$ cat config.mk
export PLATFORM = sky130hd
export DESIGN_NAME = seq_add_x8
export DESIGN_NICKNAME = d
export VERILOG_FILES = /design/src/rtl/seq_add_x8.sv
export SDC_FILE = /design/constraint.sdc
export NUM_CORES = 1
export LEC_CHECK = 0
export CAP_MARGIN = 5
export CORE_ASPECT_RATIO = 1.4
export CORE_UTILIZATION = 53
export CTS_BUF_LIST = sky130_fd_sc_hd__clkbuf_4 sky130_fd_sc_hd__clkbuf_8
export CTS_CLUSTER_SIZE = 20
export DETAILED_ROUTE_END_ITERATION = 8
export PLACE_DENSITY = 0.87
export SETUP_SLACK_MARGIN = 0.5
export SYNTH_ARGS = -nofsm -noshare
export SYNTH_HDL_FRONTEND = slang
export SYNTH_SLANG_ARGS = --single-unit
$ cat constraint.sdc
create_clock -name clk -period 3.6 [get_ports clk]
set_input_delay 0.72 -clock clk [delete_from_list [all_inputs] [get_ports clk]]
set_output_delay 0.72 -clock clk [all_outputs]
set_load 0.02 [all_outputs]
$ cat src/rtl/seq_add_x8.sv
// -----------------------------------------------------------------------------
// seq_add_x8 -- serial N-bit adder/subtractor built from one 8-bit
// carry-lookahead slice (clax8) that is reused once per cycle, LSB chunk first.
//
// Parameter
//   WORDS      number of 8-bit chunks, N = 8*WORDS, legal range 2..8
//
// Ports
//   clk        rising-edge clock
//   rst_n      asynchronous active-low reset
//   start      begin an operation; sampled only when busy=0 (IDLE or DONE)
//   sub        0: a+b, 1: a-b; captured with start
//   a, b       N-bit operands; captured with start
//   busy       high in each of the WORDS RUN cycles
//   done       one-cycle pulse; s, c_out and ovf are valid in that cycle
//   s          N-bit result, modulo 2^N
//   c_out      carry out of bit N-1 (for sub, 1 means no borrow)
//   ovf        two's-complement overflow (0 unless SEQ_ADD_OVF_EN)
//   dbg_state  current FSM state (IDLE=0, RUN=1, DONE=2)
//
// Handshake: start is a level request. It is accepted on any rising edge where
// the block is in IDLE or DONE and start=1; while busy=1 start is ignored.
// Each accepted start produces exactly one done pulse WORDS+1 cycles after the
// cycle in which start was sampled, unless reset intervenes.
//
// Configuration macro: SEQ_ADD_OVF_EN -- when defined, the overflow flag is
// computed on the last chunk; when undefined ovf is tied to 0.
// -----------------------------------------------------------------------------

// 8-bit carry-lookahead slice. Every internal carry is a flat sum of
// products over generate/propagate terms, so no carry ripples bit to bit.
//   a, b    8-bit operands
//   c_in    carry into bit 0
//   s       8-bit sum
//   g_out   group generate (carry out of bit 7 independent of c_in)
//   p_out   group propagate (c_in passes straight through all 8 bits)
module clax8 (
  input  logic [7:0] a,
  input  logic [7:0] b,
  input  logic       c_in,
  output logic [7:0] s,
  output logic       g_out,
  output logic       p_out
);

  logic [7:0] g;
  logic [7:0] p;
  logic [7:0] c;

  always_comb begin
    logic acc;
    logic prod;
    g     = a & b;
    p     = a ^ b;
    c     = '0;
    c[0]  = c_in;
    g_out = 1'b0;
    // c[i+1] = g[i] | p[i]g[i-1] | ... | p[i..0]c_in
    for (int i = 0; i < 7; i++) begin
      acc  = 1'b0;
      prod = 1'b1;
      for (int j = i; j >= 0; j--) begin
        acc  = acc | (g[j] & prod);
        prod = prod & p[j];
      end
      c[i+1] = acc | (prod & c_in);
    end
    // Group generate uses the same expansion across all 8 bits, without c_in.
    acc  = 1'b0;
    prod = 1'b1;
    for (int j = 7; j >= 0; j--) begin
      acc  = acc | (g[j] & prod);
      prod = prod & p[j];
    end
    g_out = acc;
    p_out = &p;
    s     = p ^ c;
  end

endmodule

module seq_add_x8 #(
  parameter int WORDS = 4
) (
  input  logic               clk,
  input  logic               rst_n,
  input  logic               start,
  input  logic               sub,
  input  logic [8*WORDS-1:0] a,
  input  logic [8*WORDS-1:0] b,
  output logic               busy,
  output logic               done,
  output logic [8*WORDS-1:0] s,
  output logic               c_out,
  output logic               ovf,
  output logic [1:0]         dbg_state
);

  localparam int         N    = 8 * WORDS;
  localparam logic [3:0] LAST = 4'(WORDS - 1);

  typedef enum logic [1:0] {
    IDLE = 2'd0,
    RUN  = 2'd1,
    DONE = 2'd2
  } state_t;

  state_t       state;
  logic [N-1:0] a_reg;
  logic [N-1:0] b_reg;
  logic         sub_reg;
  logic         carry_reg;
  logic [3:0]   idx;

  logic [7:0]   chunk_a;
  logic [7:0]   chunk_b;
  logic [7:0]   chunk_sum;
  logic         chunk_g;
  logic         chunk_p;
  logic         chunk_carry;

  // Subtraction is a + ~b + 1: b is inverted per chunk and the +1 enters
  // as the initial carry (carry_reg is loaded with sub on acceptance).
  assign chunk_a     = a_reg[8*idx +: 8];
  assign chunk_b     = b_reg[8*idx +: 8] ^ {8{sub_reg}};
  assign chunk_carry = chunk_g | (chunk_p & carry_reg);

  clax8 u_clax8 (
    .a     (chunk_a),
    .b     (chunk_b),
    .c_in  (carry_reg),
    .s     (chunk_sum),
    .g_out (chunk_g),
    .p_out (chunk_p)
  );

  assign dbg_state = state;

  always_ff @(posedge clk or negedge rst_n) begin
    if (!rst_n) begin
      state     <= IDLE;
      busy      <= 1'b0;
      done      <= 1'b0;
      s         <= '0;
      c_out     <= 1'b0;
      a_reg     <= '0;
      b_reg     <= '0;
      sub_reg   <= 1'b0;
      carry_reg <= 1'b0;
      idx       <= '0;
    end else begin
      done <= 1'b0;
      case (state)
        // IDLE and DONE behave identically for acceptance, which is what
        // lets a start held through DONE go straight back into RUN.
        IDLE, DONE: begin
          if (start) begin
            state     <= RUN;
            busy      <= 1'b1;
            a_reg     <= a;
            b_reg     <= b;
            sub_reg   <= sub;
            carry_reg <= sub;
            idx       <= '0;
          end else begin
            state <= IDLE;
          end
        end
        RUN: begin
          // Only the current chunk of s is written; the rest holds.
          s[8*idx +: 8] <= chunk_sum;
          carry_reg     <= chunk_carry;
          if (idx == LAST) begin
            state <= DONE;
            busy  <= 1'b0;
            done  <= 1'b1;
            c_out <= chunk_carry;
          end else begin
            idx <= idx + 4'd1;
          end
        end
        default: begin
          state <= IDLE;
          busy  <= 1'b0;
        end
      endcase
    end
  end

`ifdef SEQ_ADD_OVF_EN
  // Overflow: operands (after the sub inversion) share a sign and the
  // result sign differs from it. Evaluated on the last chunk only.
  always_ff @(posedge clk or negedge rst_n) begin
    if (!rst_n) begin
      ovf <= 1'b0;
    end else if (state == RUN && idx == LAST) begin
      ovf <= (a_reg[N-1] == (b_reg[N-1] ^ sub_reg)) &&
             (chunk_sum[7] != a_reg[N-1]);
    end
  end
`else
  assign ovf = 1'b0;
`endif

endmodule

# After elaboration in Yosys (flattened, before gate mapping)
# Cells that the tools add are included.
[word_totals]
regBits = 107
out_inout_bits = 38
in_bits = 68
wordCells = 148
[op_classes]
reduce_logical = 9
shifts = 4
n_bitwise = 103
n_eq_ne = 6
n_addsub = 2
muxes = 14
[op_table]
columns = ["op", "count"]
rows = [
  ["32-bit by 8-bit variable part select with 8-bit output", 2],
  ["1-bit bitwise AND", 63],
  ["1-bit OR", 36],
  ["7-bit negator with 34-bit output", 1],
  ["8-bit by 34-bit variable shift with 32-bit output (first input constant)", 1],
  ["8-bit by 34-bit variable part select with 32-bit output", 1],
  ["32-bit bitwise mux", 1],
  ["8-bit XOR", 3],
  ["8-bit bitwise AND", 1],
  ["4-bit 2-to-1 mux", 2],
  ["4-bit case mux with 2 select lines", 1],
  ["2-bit AND reduction", 4],
  ["8-bit AND reduction", 1],
  ["1-bit 2-to-1 mux", 6],
  ["2-bit != test (second input constant)", 3],
  ["4-bit by 1-bit adder with 4-bit output (second input constant)", 1],
  ["4-bit by 2-bit equality test with 1-bit output (second input constant)", 1],
  ["1-bit case mux with 2 select lines", 2],
  ["2-bit case mux with 2 select lines", 1],
  ["3-bit AND reduction", 1],
  ["2-bit by 1-bit equality test with 1-bit output (second input constant)", 1],
  ["2-bit equality test (second input constant)", 1],
  ["2-bit logical NOT", 1],
  ["2-bit 2-to-1 mux", 1],
  ["2 further kinds", 2],
]

# Logic depth before layout (Yosys ltp)
# Gate-level depths: netlist (run 1).
[logic_depth]
ltp_word = 14
mapped_depth = 11
mapped_depth_nobuf = 9

# By module
# Synthesis (run 1) repeated with hierarchy kept, for this count alone.
[unflattened]
cells_unflattened = 505
hier_area_um2 = 5151.2
[by_module_without_submodules]
columns = ["mod", "instances", "cells_each", "seq_area_each_um2", "area_each_um2"]
rows = [
  ["seq_add_x8", 1, 460, 2677.6, 4788.3],
  ["clax8", 1, 45, 0.0, 362.8],
]

# Worst setup path before layout (run 1)
# OpenSTA, ideal clock, no wires.
[synth_timing]
kind = "register -> register"
start = "register idx[0]"
end = "register s[31]"
setup_ps = 125
required_time_ps = 3475
period_less_slack_ps = 3035
path_stages_with_launch = 12
path_slack_ps = 565
t_arrival_ps = 2911
n_path_buf = 2
cell_sequence = "dfrtp_1 -> buf_2 -> buf_2 -> mux4_2 -> nand2_1 -> xnor2_1 -> ha_1 -> a21oi_1 -> nand2_1 -> o311ai_0 -> o311ai_1 -> mux2_2"
[synth_via]
elab_chain_cells = 14
elab_cells_between_ends = 87
classes_between = "1 x add/sub; 4 x shift; 1 x mux; 81 x bitwise"
[synth_rtl]
columns = ["element", "line_no", "source"]
rows = [
  ["start, declared", "113", "logic [3:0] idx;"],
  ["start signal, assigned", "179", "idx <= idx + 4'd1;"],
  ["32-bit by 8-bit variable part select with 8-bit output", "125", "assign chunk_b = b_reg[8*idx +: 8] ^ {8{sub_reg}};"],
  ["8-bit XOR", "125", ""],
  ["8-bit bitwise AND or 8-bit XOR (tied branches)", "53, 54", ""],
  ["1-bit bitwise AND, on equally long branches", "63, 64", ""],
  ["1-bit OR (tied with other cells) (5 in series)", "63", "acc = acc | (g[j] & prod);"],
  ["1-bit OR or 1-bit bitwise AND (tied branches)", "63, 66", ""],
  ["1-bit OR", "66", "c[i+1] = acc | (prod & c_in);"],
  ["8-bit XOR", "77", "s = p ^ c;"],
  ["8-bit by 34-bit variable part select with 32-bit output", "171", "s[8*idx +: 8] <= chunk_sum;"],
  ["32-bit bitwise mux (*)", "171", ""],
  ["end signal, assigned by index", "171", ""],
  ["end, declared", "93", "output logic [8*WORDS-1:0] s,"],
]
# Mark *: on every way between the ends. The rest lies on a longest branch, timed or not.
# A chain may end at the register's enable or synchronous reset.

# Worst setup path after layout (run 1)
[layout_timing]
start = "register idx[0]"
end = "register s[14]"
# The elaborated chain is that of the path after synthesis.

==> results of run 1 <==
==> worst max-delay path: cells and delay by family (launching register included) <==
family          cells  cell delay, ps
compound gates      3             540
fa+ha+maj           1             300
buf+inv             2             350
flops               1             490
mux                 1             490
simple gates        3             750
==> cell usage after synthesis, types with 2 or more instances <==
cell      number
inv_1          7
buf_2          6
buf_1          4
nand3_1        5
mux4_2        16
a31oi_1        2
nor2_1        16
dfrtp_1      107
clkbuf_1      16
a21oi_1       10
mux2_2        20
o31ai_1        3
ha_1          11
and2_1         8
nand4_1        2
o21bai_1       2
nor2b_1        4
nand2b_1       5
nand2_1      217
buf_4          2
xor2_1         3
xnor2_1       12
nor3_1         3
o21ai_0        6
a21o_1         3
==> stage by stage <==
step,cell area (um^2),setup WS (ps),power [W]
floorplan,5140,565,0.00491
global placement,6270,622,0.00599
detailed placement,6270,401,0.00621
CTS,6510,505,0.00711
global route,6560,481,0.00786
finish,6560,563,0.00732
==> kinds of logic (layout without fill, tap and decap cells) <==
| group | Yosys count | in the layout |
|---|---|---|
| AO/OA/AOI/OAI | 38 | 38 |
| XOR/XNOR | 15 | 15 |
| adder cells (fa/ha/maj) | 12 | 12 |
| buffers and inverters | 36 | 138 |
| flip-flops | 107 | 107 |
| multiplexers | 37 | 37 |
| other | 1 | 1 |
| AND/OR/NAND/NOR | 273 | 273 |
==> final timing paths <==
path / start / to / slack [ps]
worst min register to register: b_reg[14]$_DFFE_PN0P_ / b_reg[14]$_DFFE_PN0P_ / 490
max in group asynchronous: rst_n / b_reg[16]$_DFFE_PN0P_ / 2540
min in group clk: b_reg[14]$_DFFE_PN0P_ / b_reg[14]$_DFFE_PN0P_ / 490
worst max register to register: idx[0]$_DFFE_PN0P_ / s[14]$_DFFE_PN0P_ / 560
worst min-delay path: rst_n / s[24]$_DFFE_PN0P_ / 350
worst max-delay path: idx[0]$_DFFE_PN0P_ / s[14]$_DFFE_PN0P_ / 560
==> cell type report <==
cell class                      instances  area (um^2)  share of cell area
Clock buffer                           11          145              0.0221
Clock inverter                          5          100              0.0153
Inverter                                7         26.3             0.00401
Multi-Input combinational cell        376         2340               0.356
Sequential cell                       107         2680               0.409
Tap cell                              110          138              0.0210
Timing Repair Buffer                  115         1130               0.173
==> per-layer routing <==
| layer | up-vias | global-route usage |
|---|---|---|
| li1 | 1896 | - |
| met1 | 1942 | 0.293 |
| met2 | 143 | 0.422 |
| met3 | 39 | 0.0566 |
| met4 | 0 | 0.140 |
| met5 | - | 0 |
==> what timing repair did <==
action,4_1_cts,5_1_grt
setup buffers,0,2
gates resized for setup,1,6
setup endpoints to repair,4,5
==> where the power goes <==
part	switching, W	internal [W]	total, W
Sequential	0.000403	0.00175	0.00215
Combinational	0.00235	0.00194	0.00429
Clock	0.000388	0.000486	0.000875
==> reports/qor.csv, run 1 <==
metric;value;unit
top cells by area, synth;dfrtp_1 52%, nand2_1 16%, mux4_2 7.0%, mux2_2 4.4%, ha_1 2.7%;
DPL Wire Length;8390;um
most common cell after layout, fill and taps aside;nand2_1;
Critical Path RT;3850;ps
Seq/Total Area, Yosys;0.521;
largest family of logic cells by synthesized area;simple AND/OR/NAND/NOR gates;
initial antenna violation count;0;
initial cell density of the core;0.543;
maximum clock rate;329;MHz
top layer in use;met4;
Synth area leader;dfrtp_1;
LEAKAGE;3.17;nW
max-slew violations;0;
Worst setup SP type;flop;
Hold Buf Count CTS;0;
Avg Inst Size Synth;9.90;um^2
core area;9460;um^2
critical path's largest stage delay;490;ps
vias after detailed routing;4020;
period utilization;0.844;
crit path time final;3040;ps
Inst Count DP;713;
Setup Skew;8.16;ps
Yosys cell types;54;
status;finished clean;
clk sink count;107;
Final Hold Viols;0;
gr ovfl total;0;
number of global-route vias before repair;4169;
number of synthesized flops with an enable pin;0;
Max-Cap Viols;0;
final wirelength;11600;um
antenna viol nets, final;0;
type of the worst setup path;flop to flop;
Synth Area in XOR/XNOR;0.0256;
Post-Syn Nets;599;
die width;85.2;um
hold slack;349;ps
YS warnings;0;
area share of fa/ha/maj cells after synthesis;0.0307;
most used cell, CP;buf_4;
CP max stage cell;dfrtp_2;
Worst Path Arrival;3290;ps
maximum vdd ir drop;0.589;mV
RSZ-0062 raised after global routing;false;
fin nets;696;
worst-path fanout max;8;
Antenna diodes;0;
die span in y;119;um
final core utilization;0.693;
met2 wire len;6090;um
ys async rst share;1.00;
Via density;5.50;
H-Tree Level Count;3;
Ports;106;
Fillers;708;
# setup viols final;0;
Tightest Pin Transition;1090;ps
met3 wire length;537;um
Worst-Skew Late Latency;380;ps
fraction of layout cells with a size suffix above 1;0.122;
clk buf depth;2;
Num CTS Buffers;9;
Rel. slew slack;0.273;
Post-synth top flop;dfrtp_1;
die area;10100;um^2
Cell Pwr Density;1120;nW/um^2
DRC;0;
post-synthesis mux area share;0.116;
DRT iter0 DRCs;214;
GRT Resource Usage Total;0.250;
# port buffers;104;
Compound-Gate Fraction of Synth Area;0.0509;
Mapped Area;5140;um^2
CTS Root Cell;clkbuf_8;
Yosys reg bits;107;
Syn-to-layout area delta;27.6;%
largest net degree at the start of global routing;69;
DRT met1 WL;4460;um
Setup crit end kind;flop;
drt pass-1 iters;4;
Min-Delay Path Class;primary input to async pin;
most frequent cells in the layout;217 x nand2_1, 105 x dfrtp_1, 103 x clkdlybuf4s50_1;
Finished Layout Cells;731;
Simple-Gate Fraction of Synth Area;0.224;
Rows;42;
cells after synthesis;519;
wire per inst;15.8;um
TritonCTS clock tree;built;
FF-to-FF path depth;10;
Setup TNS Final;0;ps
first-pass GRT wire length;19400;um
clock slew at reported path FFs;90;ps
Final Wtd Congestion;0.868;
Synth top area share;0.521;
CP cell instances;buf_4, mux4_2, and2_1, ha_1, a21o_1, and4_4, o21bai_1, nor3b_1, buf_4, o31ai_1;
Note: power is estimated with default switching activity, not from simulation.
==> inputs of run 2 (changes only) <==
--- a/config.mk
+++ b/config.mk
@@ -7,11 +7,11 @@
 export LEC_CHECK = 0
 export CAP_MARGIN = 5
 export CORE_ASPECT_RATIO = 1.4
-export CORE_UTILIZATION = 53
+export CORE_UTILIZATION = 48
 export CTS_BUF_LIST = sky130_fd_sc_hd__clkbuf_4 sky130_fd_sc_hd__clkbuf_8
 export CTS_CLUSTER_SIZE = 20
 export DETAILED_ROUTE_END_ITERATION = 8
-export PLACE_DENSITY = 0.87
+export PLACE_DENSITY = 0.84
 export SETUP_SLACK_MARGIN = 0.5
 export SYNTH_ARGS = -nofsm -noshare
 export SYNTH_HDL_FRONTEND = slang
==> constraint.sdc (replaced) <==
create_clock -name clk -period 2.6 [get_ports clk]
set_input_delay 0.52 -clock clk [delete_from_list [all_inputs] [get_ports clk]]
set_output_delay 0.52 -clock clk [all_outputs]
set_load 0.02 [all_outputs]
==> run 2 against run 1 <==
The run now ends with negative setup slack left. Final area grew 15%. Clock skew shrank 1.2 ps. Final cell count up 11%. Global-route usage is 0.18 points higher. Worst setup slack lost 810 ps. Wire length increased by 25%. Sequential share of layout area decreased by 5.2 points.
==> reports/qor.csv, run 2 (same netlist as run 1, synthesis figures left out) <==
metric;value;unit
status;finished, violations left;
failing checks;negative setup slack;
TritonCTS clock tree;built;
crit path time final;2850;ps
max-slew violations;0;
antenna viol nets, final;0;
Syn-to-layout area delta;46.2;%
reg2reg setup slack;-250;ps
maximum clock rate;351;MHz
Min-Delay Path Class;primary input to async pin;
Worst-Skew Late Latency;380;ps
hold slack;50.6;ps
die width;89.4;um
RSZ-0062 raised after global routing;true;
area of the multi-input gates;2810;um^2
wire per inst;17.8;um
Rel. slew slack;0.603;
critical path endpoint;s[15]$_DFFE_PN0P_;
CTS Root Cell;clkbuf_8;
fraction of layout cells with a size suffix above 1;0.274;
register area;2680;um^2
initial antenna violation count;0;
fin nets;746;
Via density;5.43;
clk buf depth;2;
H-Tree Level Count;3;
Max-Cap Viols;0;
CP Depth;12;
vias after detailed routing;4389;
worst-path fanout max;7;
CP max stage cell;mux4_2;
number of global-route vias before repair;4547;
Critical Path RT;2870;ps
Worst Path Arrival;3120;ps
Final Wtd Congestion;0.876;
Critical path origin;idx[0]$_DFFE_PN0P_;
Fillers;648;
Final Hold Viols;0;
RR Endpoint;s[15]$_DFFE_PN0P_;
GRT Resource Usage Total;0.252;
Hold Buf Count CTS;0;
Setup Skew;6.97;ps
most used cell, CP;buf_4;
period utilization;1.09;
most frequent cells in the layout;206 x nand2_1, 106 x dfrtp_1, 103 x clkdlybuf4s50_1;
final setup margin;-245;ps
most common cell after layout, fill and taps aside;nand2_1;
Antenna diodes;0;
drt pass-1 iters;5;
gr ovfl total;0;
clock slew at reported path FFs;100;ps
Crit path max-delay family;multiplexers;
DRC;0;
Tightest Pin Transition;595;ps
Worst setup SP type;flop;
core area;10400;um^2
CP cell instances;buf_8, buf_4, mux4_2, nand2_2, xnor2_1, ha_2, buf_4, inv_2, nor3_1, o21ai_1, o311ai_4, mux2_4;
critical path's largest stage delay;540;ps
DRT iter0 DRCs;304;
largest net degree at the start of global routing;65;
# port buffers;104;
final wirelength;14400;um
first-pass GRT wire length;21300;um
R2R Path Start;idx[0]$_DFFE_PN0P_;
die span in y;124;um
clk sink count;107;
CP bufs+invs;4;
FF-to-FF path depth;12;
Num CTS Buffers;9;
# setup viols final;31;
initial cell density of the core;0.494;
Ports;106;
Rows;44;
DPL Wire Length;9220;um
type of the worst setup path;flop to flop;
die area;11100;um^2
Setup crit end kind;flop;
[run 2: cell count changes in the layout (fill, tap and decap cells not counted), moves of 8 or more]
cell	previous run	this run
buf_4	11	46
xnor2_1	12	3
ha_1	11	3
xnor2_2	0	8
nand2_1	217	206
mux2_4	0	16
nand2_2	0	9
mux2_2	20	4
[run 2: worst min-delay path by stage]
stage | to | slack, ps | depth (start not counted)
finish | s[16]$_DFFE_PN0P_ | 50 | 1
global route | a_reg[5]$_DFFE_PN0P_ | 60 | 1
CTS | sub_reg$_DFFE_PN0P_ | 40 | 1
detailed placement | s[9]$_DFFE_PN0P_ | 460 | 1
global placement | a_reg[10]$_DFFE_PN0P_ | 450 | 2
floorplan | a_reg[0]$_DFFE_PN0P_ | 220 | 0
[run 2: cell type report]
class                           instances  area share
Multi-Input combinational cell        376       0.374
Sequential cell                       107       0.356
Timing Repair Buffer                  165       0.216
Tap cell                              138      0.0230
Clock buffer                            9      0.0165
Clock inverter                          7      0.0105
Inverter                                7     0.00350
[run 2: repair_timing]
action | 4_1_cts | 5_1_grt
gates cloned | 1 | 1
pin swaps | 18 | 33
endpoints found under the setup margin | 34 | 34
setup buffers | 6 | 7
gates resized for setup | 38 | 42
[run 2: routing by layer]
layer  GRT usage  wire length [um]
met1       0.284              5290
met4       0.148               843
met2       0.430              7730
met5           0                 0
met3      0.0504               569
[run 2: metrics by stage]
step	setup WS [ps]	cells	util	instance area (um^2)	setup TNS [ps]
CTS	-144	801	0.698	7260	-2290
detailed placement	-211	778	0.650	6760	-2830
global placement	-142	778	0.650	6760	-933
finish	-245	809	0.722	7510	-4440
floorplan	-118	519	-	5330	-476
global route	-340	809	0.722	7510	-6320
[run 2: worst reg2reg max path: stages (launching register included)]
cell	delay [ps]
dfrtp_2	450
buf_8	160
buf_4	120
mux4_2	540
nand2_2	100
xnor2_1	120
ha_2	340
buf_4	160
inv_2	60
nor3_1	50
o21ai_1	180
o311ai_4	180
mux2_4	290
Power of run 2 is not shown: default switching activity piles up to over one toggle a cycle in this logic, so the estimate is an artifact.
==> inputs of run 3 (changes only) <==
--- a/config.mk
+++ b/config.mk
@@ -12,7 +12,8 @@
 export CTS_CLUSTER_SIZE = 20
 export DETAILED_ROUTE_END_ITERATION = 8
 export PLACE_DENSITY = 0.84
-export SETUP_SLACK_MARGIN = 0.5
+export SETUP_SLACK_MARGIN = 0.3
+export SLEW_MARGIN = 40
 export SYNTH_ARGS = -nofsm -noshare
 export SYNTH_HDL_FRONTEND = slang
 export SYNTH_SLANG_ARGS = --single-unit
==> run 3 against run 2 <==
The run still ends with negative setup slack left. Die area unchanged. Via count increased by 0.87%. Final area hardly changed. Clock-buffer cell count up 2. Worst hold slack improved by 57 ps. Critical endpoint is now s[30]$_DFFE_PN0P_.
==> reports/qor.csv, run 3 (same netlist as run 1, synthesis figures left out) <==
metric;value;unit
Antenna diodes;0;
CP max stage cell;mux4_2;
antenna viol nets, final;0;
Critical Path RT;2890;ps
status;finished, violations left;
RR Endpoint;s[30]$_DFFE_PN0P_;
type of the worst setup path;flop to flop;
CP cell instances;buf_8, mux4_2, nand2_2, xnor2_2, ha_4, and4_4, o21bai_4, nor3b_2, buf_4, o41ai_4;
RSZ-0062 raised after global routing;true;
Min-Delay Path Class;primary input to async pin;
Fillers;647;
Worst setup SP type;flop;
gr ovfl total;0;
Num CTS Buffers;9;
Final Hold Viols;0;
Rows;44;
final wirelength;14900;um
Crit path max-delay family;simple AND/OR/NAND/NOR gates;
wire per inst;18.5;um
die area;11100;um^2
# setup viols final;33;
CTS Root Cell;clkbuf_8;
H-Tree Level Count;3;
clk sink count;107;
Worst Path Arrival;3130;ps
worst-path fanout max;6;
most common cell after layout, fill and taps aside;nand2_1;
failing checks;negative setup slack;
register area;2680;um^2
final setup margin;-244;ps
Syn-to-layout area delta;46.3;%
Setup Skew;13.1;ps
number of global-route vias before repair;4381;
clock slew at reported path FFs;100;ps
fin nets;743;
Tightest Pin Transition;534;ps
area of the multi-input gates;2830;um^2
R2R Path Start;idx[0]$_DFFE_PN0P_;
core area;10400;um^2
maximum clock rate;352;MHz
max-slew violations;0;
Hold Buf Count CTS;0;
DRC;0;
die span in y;124;um
clk buf depth;2;
most frequent cells in the layout;205 x nand2_1, 106 x dfrtp_1, 103 x clkdlybuf4s50_1;
TritonCTS clock tree;built;
drt pass-1 iters;5;
# port buffers;104;
period utilization;1.09;
die width;89.4;um
Via density;5.49;
FF-to-FF path depth;10;
Max-Cap Viols;0;
reg2reg setup slack;-240;ps
Final Wtd Congestion;0.877;
Ports;106;
initial antenna violation count;0;
critical path's largest stage delay;540;ps
largest net degree at the start of global routing;69;
vias after detailed routing;4427;
Setup crit end kind;flop;
GRT Resource Usage Total;0.251;
CP bufs+invs;2;
DPL Wire Length;9320;um
fraction of layout cells with a size suffix above 1;0.275;
Rel. slew slack;0.644;
DRT iter0 DRCs;381;
initial cell density of the core;0.494;
first-pass GRT wire length;20900;um
crit path time final;2840;ps
Setup TNS Final;-5420;ps
Worst-Skew Late Latency;390;ps
==> run 3: cell types whose count changed in the layout (fill, tap and decap cells not counted), moves of 2 or more <==
cell      delta
o31ai_1      +2
clkinv_4     -2
xnor2_2      +3
and2_4       +2
and2_1       -2
clkbuf_4     +2
buf_4        -2
xnor2_1      -2
o31ai_4      -2
==> run 3: how the worst max path moves through the flow <==
stage / cells after the start / end / from
after CTS: 11 / carry_reg$_DFFE_PN0P_ / idx[0]$_DFFE_PN0P_
final: 10 / s[30]$_DFFE_PN0P_ / idx[0]$_DFFE_PN0P_
after global routing: 10 / s[30]$_DFFE_PN0P_ / idx[0]$_DFFE_PN0P_
after detailed placement: 9 / s[30]$_DFFE_PN0P_ / idx[0]$_DFFE_PN0P_
after floorplan: 11 / s[31]$_DFFE_PN0P_ / idx[0]$_DFFE_PN0P_
after global placement: 9 / s[31]$_DFFE_PN0P_ / idx[0]$_DFFE_PN0P_
==> run 3: routing by layer <==
layer  global-route usage  share of wire  wire, um  vias up
li1                     -              -         -     1989
met1                0.285           0.35      5180     2142
met2                0.436           0.55      8160      228
met3               0.0305          0.047       696       68
met4                0.151          0.060       892        0
met5                    0              0         0        -
==> run 3: what timing repair did <==
action | 4_1_cts | 5_1_grt
gates cloned | 0 | 1
pin swaps | 18 | 18
setup buffers | 5 | 7
gates resized for setup | 33 | 53
endpoints found under the setup margin | 34 | 34
==> run 3: area by class of cell <==
type                            count  share of cell area
Clock inverter                      5             0.00832
Tap cell                          138              0.0230
Timing Repair Buffer              162               0.213
Sequential cell                   107               0.356
Multi-Input combinational cell    376               0.377
Clock buffer                       11              0.0185
Inverter                            7             0.00350
==> run 3: metrics by stage <==
step,instance area (um^2),utilization,std cells,hold WS (ps),worst slack (ps)
floorplan,5320,-,519,224,-118
global placement,6760,0.649,777,454,-171
detailed placement,6760,0.649,777,459,-287
CTS,7170,0.689,798,123,-125
global route,7520,0.722,806,155,-321
finish,7520,0.722,806,107,-244
Power of run 3 is left out for the same reason.
